==> config.mk <==
export PLATFORM = sky130hd
export DESIGN_NAME = vend_controller
export DESIGN_NICKNAME = d
export VERILOG_FILES = /design/src/rtl/vend_pkg.sv /design/src/rtl/vend_change_unit.sv /design/src/rtl/vend_controller.sv
export SDC_FILE = /design/constraint.sdc
export NUM_CORES = 1
export LEC_CHECK = 0
export CAP_MARGIN = 20
export CORE_MARGIN = 1
export CORE_UTILIZATION = 45
export DETAILED_ROUTE_END_ITERATION = 6
export PLACE_DENSITY_LB_ADDON = 0.25
export SKIP_CTS_REPAIR_TIMING = 1
export SLEW_MARGIN = 20
export SYNTH_ARGS = -nofsm -noshare
export SYNTH_HDL_FRONTEND = slang
export SYNTH_SLANG_ARGS = --single-unit
==> constraint.sdc <==
create_clock -name clk -period 7.3 [get_ports clk]
set_clock_uncertainty 0.1 [all_clocks]
set_input_delay 1.46 -clock clk [delete_from_list [all_inputs] [get_ports clk]]
set_output_delay 1.46 -clock clk [all_outputs]
set_load 0.05 [all_outputs]
==> src/rtl/vend_pkg.sv <==
// Shared types and constants for the vending controller: FSM states, coin codes and values,
// and selection error codes.
package vend_pkg;

  typedef enum logic [1:0] {
    StIdle     = 2'd0,
    StDispense = 2'd1,
    StChange   = 2'd2
  } state_e;

  localparam logic [1:0] CoinNone    = 2'b00;
  localparam logic [1:0] CoinNickel  = 2'b01;
  localparam logic [1:0] CoinDime    = 2'b10;
  localparam logic [1:0] CoinQuarter = 2'b11;

  localparam logic [4:0] ValNickel  = 5'd5;
  localparam logic [4:0] ValDime    = 5'd10;
  localparam logic [4:0] ValQuarter = 5'd25;

  localparam logic [1:0] ErrNone  = 2'b00;
  localparam logic [1:0] ErrSlot  = 2'b01;
  localparam logic [1:0] ErrFunds = 2'b10;

  function automatic logic [4:0] coin_value(logic [1:0] coin);
    case (coin)
      CoinNickel:  return ValNickel;
      CoinDime:    return ValDime;
      CoinQuarter: return ValQuarter;
      default:     return 5'd0;
    endcase
  endfunction

endpackage

==> src/rtl/vend_change_unit.sv <==
// Change payout: greedy coin selection and the coin valid/ready handshake to the hopper.
// Reports the decremented credit and when payout is finished.
module vend_change_unit
  import vend_pkg::*;
#(
  parameter int unsigned PRICE_W = 9
) (
  input  logic               clk,
  input  logic               rst,
  input  logic               active,
  input  logic [PRICE_W-1:0] credit,
  input  logic               coin_out_ready,
  output logic               coin_out_valid,
  output logic [1:0]         coin_out_type,
  output logic [PRICE_W-1:0] credit_next,
  output logic               done
);

  logic               valid_q;
  logic [1:0]         type_q;
  logic               paid;
  logic               slot_free;
  logic [PRICE_W-1:0] rem;
  logic [1:0]         next_type;

  always_comb begin
    paid      = valid_q & coin_out_ready;
    slot_free = ~valid_q | paid;
    rem       = paid ? credit - PRICE_W'(coin_value(type_q)) : credit;
    if (rem >= PRICE_W'(ValQuarter))   next_type = CoinQuarter;
    else if (rem >= PRICE_W'(ValDime)) next_type = CoinDime;
    else if (rem >= PRICE_W'(ValNickel)) next_type = CoinNickel;
    else                               next_type = CoinNone;
    // Finished once no coin is pending and less than a nickel remains; residual is dropped.
    done        = active & slot_free & (next_type == CoinNone);
    credit_next = done ? '0 : rem;
  end

  always_ff @(posedge clk or posedge rst) begin
    if (rst) begin
      valid_q <= 1'b0;
      type_q  <= CoinNone;
    end else if (!active) begin
      valid_q <= 1'b0;
      type_q  <= CoinNone;
    end else if (slot_free) begin
      valid_q <= (next_type != CoinNone);
      type_q  <= next_type;
    end
  end

  assign coin_out_valid = valid_q;
  assign coin_out_type  = type_q;

endmodule

==> src/rtl/vend_controller.sv <==
// Vending sequencer: coin credit, slot selection, dispense handshake and change payout.
// Optional idle auto-cancel is built only when VEND_TIMEOUT_EN is defined.
module vend_controller
  import vend_pkg::*;
#(
  parameter int unsigned NUM_SLOTS      = 7,
  parameter int unsigned PRICE_W        = 9,
  parameter int unsigned MAX_CREDIT     = 500,
  parameter int unsigned TIMEOUT_CYCLES = 1000000
) (
  input  logic                         clk,
  input  logic                         rst,
  input  logic                         nickel,
  input  logic                         dime,
  input  logic                         quarter,
  input  logic                         sel_valid,
  input  logic [2:0]                   sel_index,
  input  logic                         cancel,
  input  logic [NUM_SLOTS*PRICE_W-1:0] price_table,
  output logic                         dispense_req,
  output logic [2:0]                   dispense_index,
  input  logic                         dispense_ack,
  output logic                         coin_out_valid,
  output logic [1:0]                   coin_out_type,
  input  logic                         coin_out_ready,
  output logic [PRICE_W-1:0]           credit,
  output logic                         coin_reject,
  output logic                         vend_done,
  output logic                         vend_error,
  output logic [1:0]                   err_code
);

  localparam int unsigned SumW = PRICE_W + 1;

  if (MAX_CREDIT >= (1 << PRICE_W)) begin : g_bad_max_credit
    $error("MAX_CREDIT does not fit in PRICE_W bits");
  end
  if (NUM_SLOTS > 8 || TIMEOUT_CYCLES == 0) begin : g_bad_params
    $error("NUM_SLOTS must fit a 3-bit index and TIMEOUT_CYCLES must be nonzero");
  end

  state_e             state_q, state_d;
  logic [PRICE_W-1:0] credit_q, credit_d;
  logic               vend_flag_q, vend_flag_d;
  logic               dispense_req_q, dispense_req_d;
  logic [2:0]         dispense_index_q, dispense_index_d;
  logic               coin_reject_q, coin_reject_d;
  logic               vend_done_q, vend_done_d;
  logic               vend_error_q, vend_error_d;
  logic [1:0]         err_code_q, err_code_d;

  logic               coin_any, cancel_eff, timeout_fire, sel_in_range;
  logic [SumW-1:0]    coin_sum, base, total;
  logic [PRICE_W-1:0] sel_price, change_credit;
  logic               change_done;

  assign coin_any = nickel | dime | quarter;

`ifdef VEND_TIMEOUT_EN
  localparam int unsigned CntW = $clog2(TIMEOUT_CYCLES + 1);
  logic [CntW-1:0] idle_cnt_q;

  assign timeout_fire = (state_q == StIdle) && (credit_q != '0) &&
                        (idle_cnt_q == CntW'(TIMEOUT_CYCLES));

  always_ff @(posedge clk or posedge rst) begin
    if (rst) begin
      idle_cnt_q <= '0;
    end else if (state_q != StIdle || credit_q == '0 || coin_any || sel_valid || cancel ||
                 timeout_fire) begin
      idle_cnt_q <= '0;
    end else begin
      idle_cnt_q <= idle_cnt_q + 1'b1;
    end
  end
`else
  assign timeout_fire = 1'b0;
`endif

  assign cancel_eff = cancel | timeout_fire;

  always_comb begin
    sel_in_range = (32'(sel_index) < NUM_SLOTS);
    sel_price    = '0;
    for (int i = 0; i < NUM_SLOTS; i++) begin
      if (32'(sel_index) == i) sel_price = price_table[i*PRICE_W +: PRICE_W];
    end
    coin_sum = (nickel  ? SumW'(ValNickel)  : '0) +
               (dime    ? SumW'(ValDime)    : '0) +
               (quarter ? SumW'(ValQuarter) : '0);
  end

  always_comb begin
    state_d          = state_q;
    credit_d         = credit_q;
    vend_flag_d      = vend_flag_q;
    dispense_req_d   = dispense_req_q;
    dispense_index_d = dispense_index_q;
    coin_reject_d    = 1'b0;
    vend_done_d      = 1'b0;
    vend_error_d     = 1'b0;
    err_code_d       = ErrNone;
    base             = {1'b0, credit_q};
    total            = '0;

    unique case (state_q)
      StIdle: begin
        if (cancel_eff) begin
          if (credit_q != '0) begin
            state_d     = StChange;
            vend_flag_d = 1'b0;
          end
        end else if (sel_valid) begin
          if (!sel_in_range || sel_price == '0) begin
            vend_error_d = 1'b1;
            err_code_d   = ErrSlot;
          end else if (credit_q < sel_price) begin
            vend_error_d = 1'b1;
            err_code_d   = ErrFunds;
          end else begin
            base             = {1'b0, credit_q} - {1'b0, sel_price};
            state_d          = StDispense;
            dispense_req_d   = 1'b1;
            dispense_index_d = sel_index;
          end
        end
        // Same-cycle coins are judged against the post-purchase credit as one increment.
        total = base + coin_sum;
        if (coin_any && total > SumW'(MAX_CREDIT)) begin
          coin_reject_d = 1'b1;
          credit_d      = base[PRICE_W-1:0];
        end else begin
          credit_d = total[PRICE_W-1:0];
        end
      end
      StDispense: begin
        coin_reject_d = coin_any;
        if (dispense_ack) begin
          dispense_req_d   = 1'b0;
          dispense_index_d = '0;
          state_d          = StChange;
          vend_flag_d      = 1'b1;
        end
      end
      StChange: begin
        coin_reject_d = coin_any;
        credit_d      = change_credit;
        if (change_done) begin
          state_d     = StIdle;
          vend_done_d = vend_flag_q;
          vend_flag_d = 1'b0;
        end
      end
      default: state_d = StIdle;
    endcase
  end

  always_ff @(posedge clk or posedge rst) begin
    if (rst) begin
      state_q          <= StIdle;
      credit_q         <= '0;
      vend_flag_q      <= 1'b0;
      dispense_req_q   <= 1'b0;
      dispense_index_q <= '0;
      coin_reject_q    <= 1'b0;
      vend_done_q      <= 1'b0;
      vend_error_q     <= 1'b0;
      err_code_q       <= ErrNone;
    end else begin
      state_q          <= state_d;
      credit_q         <= credit_d;
      vend_flag_q      <= vend_flag_d;
      dispense_req_q   <= dispense_req_d;
      dispense_index_q <= dispense_index_d;
      coin_reject_q    <= coin_reject_d;
      vend_done_q      <= vend_done_d;
      vend_error_q     <= vend_error_d;
      err_code_q       <= err_code_d;
    end
  end

  vend_change_unit #(
    .PRICE_W(PRICE_W)
  ) u_change (
    .clk            (clk),
    .rst            (rst),
    .active         (state_q == StChange),
    .credit         (credit_q),
    .coin_out_ready (coin_out_ready),
    .coin_out_valid (coin_out_valid),
    .coin_out_type  (coin_out_type),
    .credit_next    (change_credit),
    .done           (change_done)
  );

  assign credit         = credit_q;
  assign dispense_req   = dispense_req_q;
  assign dispense_index = dispense_index_q;
  assign coin_reject    = coin_reject_q;
  assign vend_done      = vend_done_q;
  assign vend_error     = vend_error_q;
  assign err_code       = err_code_q;

endmodule

* After elaboration in Yosys (flattened, before gate mapping)
Index checks and enable logic that the tools add are counted.
** Word-level totals
- Register bits after elaboration :: 24
- Input bits :: 75
- Output and inout port bits :: 21
- Logic and storage cells :: 135
** Cells by class
- $add $sub $neg :: 5
- $lt $le $gt $ge :: 6
- Equal/unequal tests :: 24
- Mux-type cells :: 66
- Bitwise gates (word level) :: 7
- Reduce and logical (&&, ||, !) cells :: 16
** Operators by type and width (count)
- two-way mux 9 bit :: 10
- two-way mux 10 bit :: 5
- two-way mux 2 bit :: 16
- two-way mux 1 bit :: 20
- two-way mux 3 bit :: 6
- != test 2 bit (second input constant) :: 9
- case mux 9 bit (2 select lines) :: 1
- case mux 5 bit (3 select lines) :: 1
- != test 3 bit (second input constant) :: 4
- AND reduction 6 bit :: 2
- adder 10 x 6 -> 10 bit :: 1
- > comparator 10 x 9 -> 1 bit (second input constant) :: 1
- subtractor 9 x 9 -> 10 bit :: 1
- equality test 3 bit (second input constant) :: 3
- greater-or-equal comparator 9 x 3 -> 1 bit (second input constant) :: 1
- greater-or-equal comparator 9 x 4 -> 1 bit (second input constant) :: 1
- greater-or-equal comparator 9 x 5 -> 1 bit (second input constant) :: 1
- logical NOT 9 bit :: 1
- < comparator 9 bit :: 1
- nonzero test 9 bit :: 1
- subtractor 9 x 5 -> 9 bit :: 1
- adder 5 x 5 -> 6 bit :: 1
- equality test 2 bit (second input constant) :: 3
- equality test 3 x 2 -> 1 bit (second input constant) :: 2
- other kinds (22) :: 31

* Depth between registers and ports, before layout
Gate-level depths: netlist of the first run.
- Word-level depth :: 19
- Mapped depth :: 30
- Depth with buffers taken out :: 27

* Cells and area by module
Synthesis of the first run repeated with hierarchy kept, for this count alone.
** Second synthesis, totals
- Cell total of the unflattened synthesis :: 439
- Area, all modules :: 3505.9 sq um
** By module, submodules not included
- vend_controller :: instances 1, cells each 346, area each 2821.5 sq um, seq. area each 525.5 sq um
- vend_change_unit :: instances 1, cells each 93, area each 684.4 sq um, seq. area each 75.1 sq um

* Worst setup path after synthesis of the first run
No wires, ideal clock.
- Kind :: in2reg
- From :: input port sel_index[0]
- To :: register credit_q[2] (netlist: credit[2])
- Library setup time :: 0.092 ns
- Arrival :: 7.216 ns
- Required time :: 7.108 ns
- Path slack :: -0.108 ns
- Stages :: 28
- Buffers on the path :: 4
- Path through :: clkbuf_1 buf_2 mux4_2 mux2_2 ha_1 inv_1 fa_1 a21oi_1 o21ai_0 a2bb2oi_1 a21o_1 o211ai_4 clkbuf_1 mux2_2 ha_1 ha_1 fa_1 a21o_1 a21oi_1 nor2b_1 nor2_1 xnor2_1 and3_1 a311o_1 a31o_1 buf_6 mux2i_1 o31ai_2
** Between the ends
- Longest elaborated chain between the ends :: 19
- Elaborated cells between the ends (all ways) :: 30
- Those cells by class :: add/sub: 2; order compare: 3; eq/ne: 6; mux: 14; reduce/logical: 5
** Ends and longest elaborated chain
- start, declared :: line vend_controller.sv:17 : input logic [2:0] sel_index,
- logical NOT 3 bit :: line vend_controller.sv:86 : if (32'(sel_index) == i) sel_price = price_table[i*PRICE_W +: PRICE_W];
- two-way mux 9 bit (7 in series) :: line vend_controller.sv:86
- subtractor 9 x 9 -> 10 bit, or another cell as far along :: line vend_controller.sv:121 : base = {1'b0, credit_q} - {1'b0, sel_price};
- two-way mux 10 bit or logical OR 1 bit (tied branches) :: line vend_controller.sv:117, vend_controller.sv:114
- two-way mux 10 bit * :: line vend_controller.sv:114 : if (!sel_in_range || sel_price == '0) begin
- two-way mux 10 bit * :: line vend_controller.sv:113 : end else if (sel_valid) begin
- two-way mux 10 bit * :: line vend_controller.sv:108 : if (cancel_eff) begin
- two-way mux 10 bit * :: line vend_controller.sv:106 : unique case (state_q)
- adder 10 x 6 -> 10 bit :: line vend_controller.sv:128 : total = base + coin_sum;
- > comparator 10 x 9 -> 1 bit :: line vend_controller.sv:129 : if (coin_any && total > SumW'(MAX_CREDIT)) begin
- logical AND 1 bit :: line vend_controller.sv:129
- two-way mux 9 bit * :: line vend_controller.sv:129
- case mux 9 bit (2 select lines) * :: line vend_controller.sv:106
- end signal, assigned :: line vend_controller.sv:171 : credit_q <= credit_d;
- end, declared :: line vend_controller.sv:43 : logic [PRICE_W-1:0] credit_q, credit_d;
Mark *: on every way between the ends. The rest lies on a longest branch, timed or not. The select of a mux whose other input is x is not followed.
A chain may end at the register's enable or synchronous reset.

* Worst setup path in the final report of the first run
- From :: input port price_table[10]
- To :: register credit_q[7] (netlist: credit[7])
** Between the ends
- Longest elaborated chain between the ends :: 17
- Elaborated cells between the ends (all ways) :: 20
- Those cells by class :: add/sub: 2; order compare: 2; mux: 13; reduce/logical: 3
** Ends and longest elaborated chain
- start, declared :: line vend_controller.sv:19 : input logic [NUM_SLOTS*PRICE_W-1:0] price_table,
- two-way mux 9 bit * (6 in series) :: line vend_controller.sv:86
- subtractor 9 x 9 -> 10 bit, or another cell as far along :: line vend_controller.sv:121
- two-way mux 10 bit or logical OR 1 bit (tied branches) :: line vend_controller.sv:117, vend_controller.sv:114
- two-way mux 10 bit * :: line vend_controller.sv:114
- two-way mux 10 bit * :: line vend_controller.sv:113
- two-way mux 10 bit * :: line vend_controller.sv:108
- two-way mux 10 bit * :: line vend_controller.sv:106
- adder 10 x 6 -> 10 bit :: line vend_controller.sv:128
- > comparator 10 x 9 -> 1 bit :: line vend_controller.sv:129
- logical AND 1 bit :: line vend_controller.sv:129
- two-way mux 9 bit * :: line vend_controller.sv:129
- case mux 9 bit (2 select lines) * :: line vend_controller.sv:106
Marks and branches as above.

==> impl_metrics.toml, run 1 <==
[final_layout]
drive_gt1_frac = 0.151
stdcell_count = 638
most-common-layout-cells = "92 x clkdlybuf4s50_1, 50 x buf_4, 33 x nand2_1"
multiInputGateArea_um2 = 2530
fillers = 606
syn2layout_area_growth_pct = 42.9
final_common_cell = "clkdlybuf4s50_1"
num_antenna_cells = 0
finish.utilization = 0.681
nNetsFinal = 650
seqCellArea_um2 = 601

[setup_path]
reg2reg_setup_slack_ps = 1920
crit_type = "input port to register"
crit_arrival_ps = 6970
cp_top_family = "compound AO/OA/AOI/OAI gates"
worst-path-buf-inv = 3
startpoint = "price_table[10]"
worstPathRequired_ps = 7350
timing.rr.end = "credit[7]$_DFFE_PP0P_"
cpMostUsedCell = "fa_1"
reg2reg_from = "credit[0]$_DFFE_PP0P_"
cpPeakStageDelay_ps = 460
crit_cells = 28
cp-start-kind = "input port"
reg2regPathDepth = 26
cp_slowest_cell = "clkdlybuf4s50_1"
endpoint_kind = "register"
cp_max_fo = 11

[global_route]
grt_pass1_vias = 3542
grt_max_degree = 25
antenna_found_initial = 0
grtUsageTotal = 0.271
grt_first_pass_wirelength_um = 16400
grt_overflow_total = 0

[clocking]
clkLatencyLatePin_ps = 270
cts_buffers = 3
clockBufferDepth = 2
path_clk_slew_ps = 90
clock_sinks = 24
cts_tree = "done"
clockRootBuffer = "clkbuf_8"
htree_num_levels = 1

[min_path]
whs_path_depth = 1
hold_class = "register to register"
hp-start = "dispense_req$_DFFE_PP0P_"
hold_end = "dispense_req$_DFFE_PP0P_"

[yosys]
async_flop_share = 1.00
seq_area_frac_synth = 0.181
syn_area_per_cell_um2 = 8.06
yosys_most_used_dff = "dfrtp_1"
mappedNetlistArea_um2 = 3330
synth.distinct_cells = 67
synth_cells = 413
synth_edf_count = 0
ys_warn_count = 0
synth.net_count = 519
synth-seq-cells = 24

[detailed_routing]
avgViaCountPerCell = 5.83
remaining_drc_errors = 0
drt_iter0_markers = 214
routed_wl_um = 10800
dr.pass1.iters = 6
ant_nets = 0
vias = 3722
post_drt_wl_per_cell_um = 17.0

[floorplan]
pin_count = 96
die_w_um = 88.0
num_rows = 30
die_h_um = 88.0
initial_core_util = 0.477
fp.dieArea_um2 = 7740
core_um2 = 6980

[timing]
setup_viol = 0
period_minus_slack_ps = 6920
worst_pin_slew_ps = 872
fin_crit_sh = 0.948
layout_setup_ws_ps = 381
max_slew_margin = 0.414
max_freq_ghz = 0.145
finalSetupTns_ps = 0
hold_violations = 0
slew_viol_final = 0

[placement]
placed_cells = 634
hpwl_um = 8800
port_buffers = 95
gp_congestion = 0.980
preCtsSetupSlack_ps = -373

[power]
power.density_nw_per_um2 = 377
irDropWorstVdd_v = 0.000381
power_w = 0.00179
power_leakage_nw = 2.11

[job]
cap_violations = 0

[status]
run_status = "complete, no violations"
-- synth_stat cells (all sizes together) (6+ instances only) --
master	instances	area [um^2]
nor2	27	101
nand3	12	60.1
xnor2	10	87.6
nand2b	11	68.8
o22ai	6	37.5
o211ai	8	73.8
inv	31	116
nor3	12	60.1
ha	26	325
nand2	33	124
a21o	8	60.1
buf	8	57.6
a21oi	29	145
dfrtp	24	601
clkbuf	12	46.3
nor2b	12	75.1
mux2	6	71.3
o21ai	24	120
mux2i	14	140
-- flip-flops by register name, indices dropped and copies added, names as in the netlist --
name / flops
credit: 9
dispense_index: 3
err_code: 2
state_q: 2
u_change.coin_out_type: 2
coin_reject: 1
dispense_req: 1
u_change.coin_out_valid: 1
vend_done: 1
vend_error: 1
vend_flag_q: 1
-- cell type report --
cell class,instances,share of cell area
Tap cell,96,0.0253
Clock buffer,3,0.00868
Multi-Input combinational cell,338,0.532
Inverter,31,0.0245
Sequential cell,24,0.126
Timing Repair Buffer,146,0.284
-- power breakdown --
| part | internal, W | switching [W] |
|---|---|---|
| clock network | 0.0000370 | 0.0000431 |
| registers | 0.000187 | 0.0000840 |
| logic | 0.000635 | 0.000808 |
| total | 0.000859 | 0.000935 |
-- per-layer routing --
metal	vias to the layer above	global-route usage	part of all wire	wire, um
met4	0	0.0984	0.025	275
met1	1760	0.324	0.40	4340
met2	146	0.500	0.50	5430
li1	1794	-	-	-
met5	-	0	0	0
met3	22	0.0273	0.073	791
-- logic make-up (layout without fill, tap and decap cells) --
| group | count (synthesis) | after routing | share of synthesized area |
|---|---|---|---|
| simple gates | 136 | 136 | 0.209 |
| compound gates | 132 | 132 | 0.286 |
| fa+ha+maj | 31 | 31 | 0.128 |
| mux | 24 | 24 | 0.0906 |
| flops | 24 | 24 | 0.181 |
| xor+xnor | 15 | 15 | 0.0395 |
| buf+inv | 51 | 180 | 0.0662 |
-- how the worst max path moves through the flow --
stage	endpoint
2_1_floorplan	credit[2]$_DFFE_PP0P_
3_3_place_gp	credit[6]$_DFFE_PP0P_
3_5_place_dp	credit[6]$_DFFE_PP0P_
4_1_cts	credit[6]$_DFFE_PP0P_
5_1_grt	credit[6]$_DFFE_PP0P_
6_report	credit[7]$_DFFE_PP0P_
-- metrics by stage --
step,cell area [um^2],hold slack [ps]
floorplan,3340,377
detailed placement,4680,397
global route,4750,429
finish,4750,410
global placement,4680,395
CTS,4720,417
Power figures use the tool's default switching activity.
==> run 2, diff against run 1 <==
--- a/config.mk
+++ b/config.mk
@@ -8,6 +8,7 @@
 export CAP_MARGIN = 20
 export CORE_MARGIN = 1
 export CORE_UTILIZATION = 45
+export CTS_BUF_LIST = sky130_fd_sc_hd__clkbuf_16
 export DETAILED_ROUTE_END_ITERATION = 6
 export PLACE_DENSITY_LB_ADDON = 0.25
 export SKIP_CTS_REPAIR_TIMING = 1
==> run 2 against run 1 <==
- count of clock-buffer cells in the layout stayed put
- register-to-register slack hardly changed
- combinational power hardly changed
==> impl_metrics.toml, run 2 (synthesized netlist as in run 1, its figures left out) <==
[power]
power_leakage_nw = 2.12
irDropWorstVdd_v = 0.000393
power.density_nw_per_um2 = 384

[detailed_routing]
vias = 3779
remaining_drc_errors = 0
ant_nets = 0
avgViaCountPerCell = 5.92
dr.pass1.iters = 5
post_drt_wl_per_cell_um = 17.2
routed_wl_um = 11000
drt_iter0_markers = 201

[clocking]
clock_sinks = 24
htree_num_levels = 1
cts_buffers = 3
cts_tree = "done"
clockBufferDepth = 2
clockRootBuffer = "clkbuf_16"
path_clk_slew_ps = 60
clkLatencyLatePin_ps = 260

[floorplan]
fp.dieArea_um2 = 7740
die_h_um = 88.0
pin_count = 96
initial_core_util = 0.477
die_w_um = 88.0
core_um2 = 6980
num_rows = 30

[timing]
fin_crit_sh = 0.952
fin_hold_ws_ps = 404
hold_violations = 0
worst_pin_slew_ps = 892
slew_viol_final = 0
layout_setup_ws_ps = 348
rsz0062_at_grt = "no"
max_slew_margin = 0.401
setup_viol = 0
max_freq_ghz = 0.144
period_minus_slack_ps = 6950

[setup_path]
crit_arrival_ps = 6990
worstPathRequired_ps = 7340
cp-start-kind = "input port"
crit_type = "input port to register"
endpoint_kind = "register"
cp_max_fo = 11

[final_layout]
syn2layout_area_growth_pct = 44.1
stdcell_area_um2 = 4790
num_antenna_cells = 0
fillers = 597
final_common_cell = "clkdlybuf4s50_1"
largest_reg_flops = 9
nNetsFinal = 650
stdcell_count = 638
drive_gt1_frac = 0.153
most-common-layout-cells = "92 x clkdlybuf4s50_1, 50 x buf_4, 33 x nand2_1"

[global_route]
grtUsageTotal = 0.276
grt_max_degree = 25
grt_overflow_total = 0
grt_pass1_vias = 3589
antenna_found_initial = 0
grt_first_pass_wirelength_um = 16600

[status]
run_status = "complete, no violations"

[placement]
hpwl_um = 8800
placed_cells = 634
preCtsSetupSlack_ps = -373
gp_congestion = 0.980
placed_area_um2 = 4680
port_buffers = 95

[job]
cap_violations = 0

[min_path]
hold_class = "register to register"
## run 2: layer usage
layer  share of wire  routed length (um)  vias up  track usage
li1                -                   -     1799            -
met1            0.40                4400     1796        0.324
met2            0.50                5510      154        0.506
met3           0.068                 743       30       0.0358
met4           0.030                 331        0        0.109
met5               0                   0        -            0
## run 2: critical path: stages
cell and delay, ps:
clkdlybuf4s50_1 440, mux4_2 470, mux2_2 280, ha_1 190, inv_1 70, fa_1 210, a21oi_2 70, o21ai_1 210
a2bb2oi_2 180, a21o_1 180, o211ai_4 100, buf_4 190, buf_4 130, a21oi_1 200, ha_1 310, fa_1 450
a21o_1 180, a21oi_1 210, nor2b_1 80, nor2_2 150, xnor2_1 70, and3_1 190, a311o_1 330, a31o_2 310
a21oi_1 240, o21ai_1 100
## run 2: worst paths after layout
path,from,endpoint,slack (ps),cells after the start
worst min register to register,dispense_req$_DFFE_PP0P_,dispense_req$_DFFE_PP0P_,400,1
min in group asynchronous,rst,dispense_index[1]$_DFFE_PP0P_,1320,2
worst min-delay path,dispense_req$_DFFE_PP0P_,dispense_req$_DFFE_PP0P_,400,1
max in group asynchronous,rst,credit[7]$_DFFE_PP0P_,5360,3
worst max-delay path,price_table[27],credit[7]$_DFFE_PP0P_,350,26
worst max register to register,credit[0]$_DFFE_PP0P_,credit[7]$_DFFE_PP0P_,1910,23
## run 2: final cells by class
class                           count  area [um^2]  share of cell area
Multi-Input combinational cell    338         2530               0.528
Timing Repair Buffer              146         1350               0.281
Inverter                           31          116              0.0243
Tap cell                           96          120              0.0251
Sequential cell                    24          601               0.125
Clock buffer                        3         75.1              0.0157
## run 2: report_power, final
group | switching (W) | internal [W] | leakage, nW | total, W
Sequential | 0.0000852 | 0.000188 | 0.301 | 0.000273
Combinational | 0.000813 | 0.000636 | 1.78 | 0.00145
Clock | 0.0000461 | 0.0000725 | 0.0370 | 0.000119
## run 2: through the flow
step                total power (W)  TNS, ps  utilization
CTS                         0.00181     -819        0.680
global route                0.00197        0        0.687
detailed placement          0.00168    -2760        0.670
finish                      0.00184        0        0.687
floorplan                   0.00120        0            -
global placement            0.00165    -1260        0.670
==> run 3, diff against run 2 <==
--- a/config.mk
+++ b/config.mk
@@ -9,6 +9,7 @@
 export CORE_MARGIN = 1
 export CORE_UTILIZATION = 45
 export CTS_BUF_LIST = sky130_fd_sc_hd__clkbuf_16
+export CTS_CLUSTER_SIZE = 10
 export DETAILED_ROUTE_END_ITERATION = 6
 export PLACE_DENSITY_LB_ADDON = 0.25
 export SKIP_CTS_REPAIR_TIMING = 1
==> results of run 3 <==
No change in the layout: final DEF, timing and power equal those of run 2.
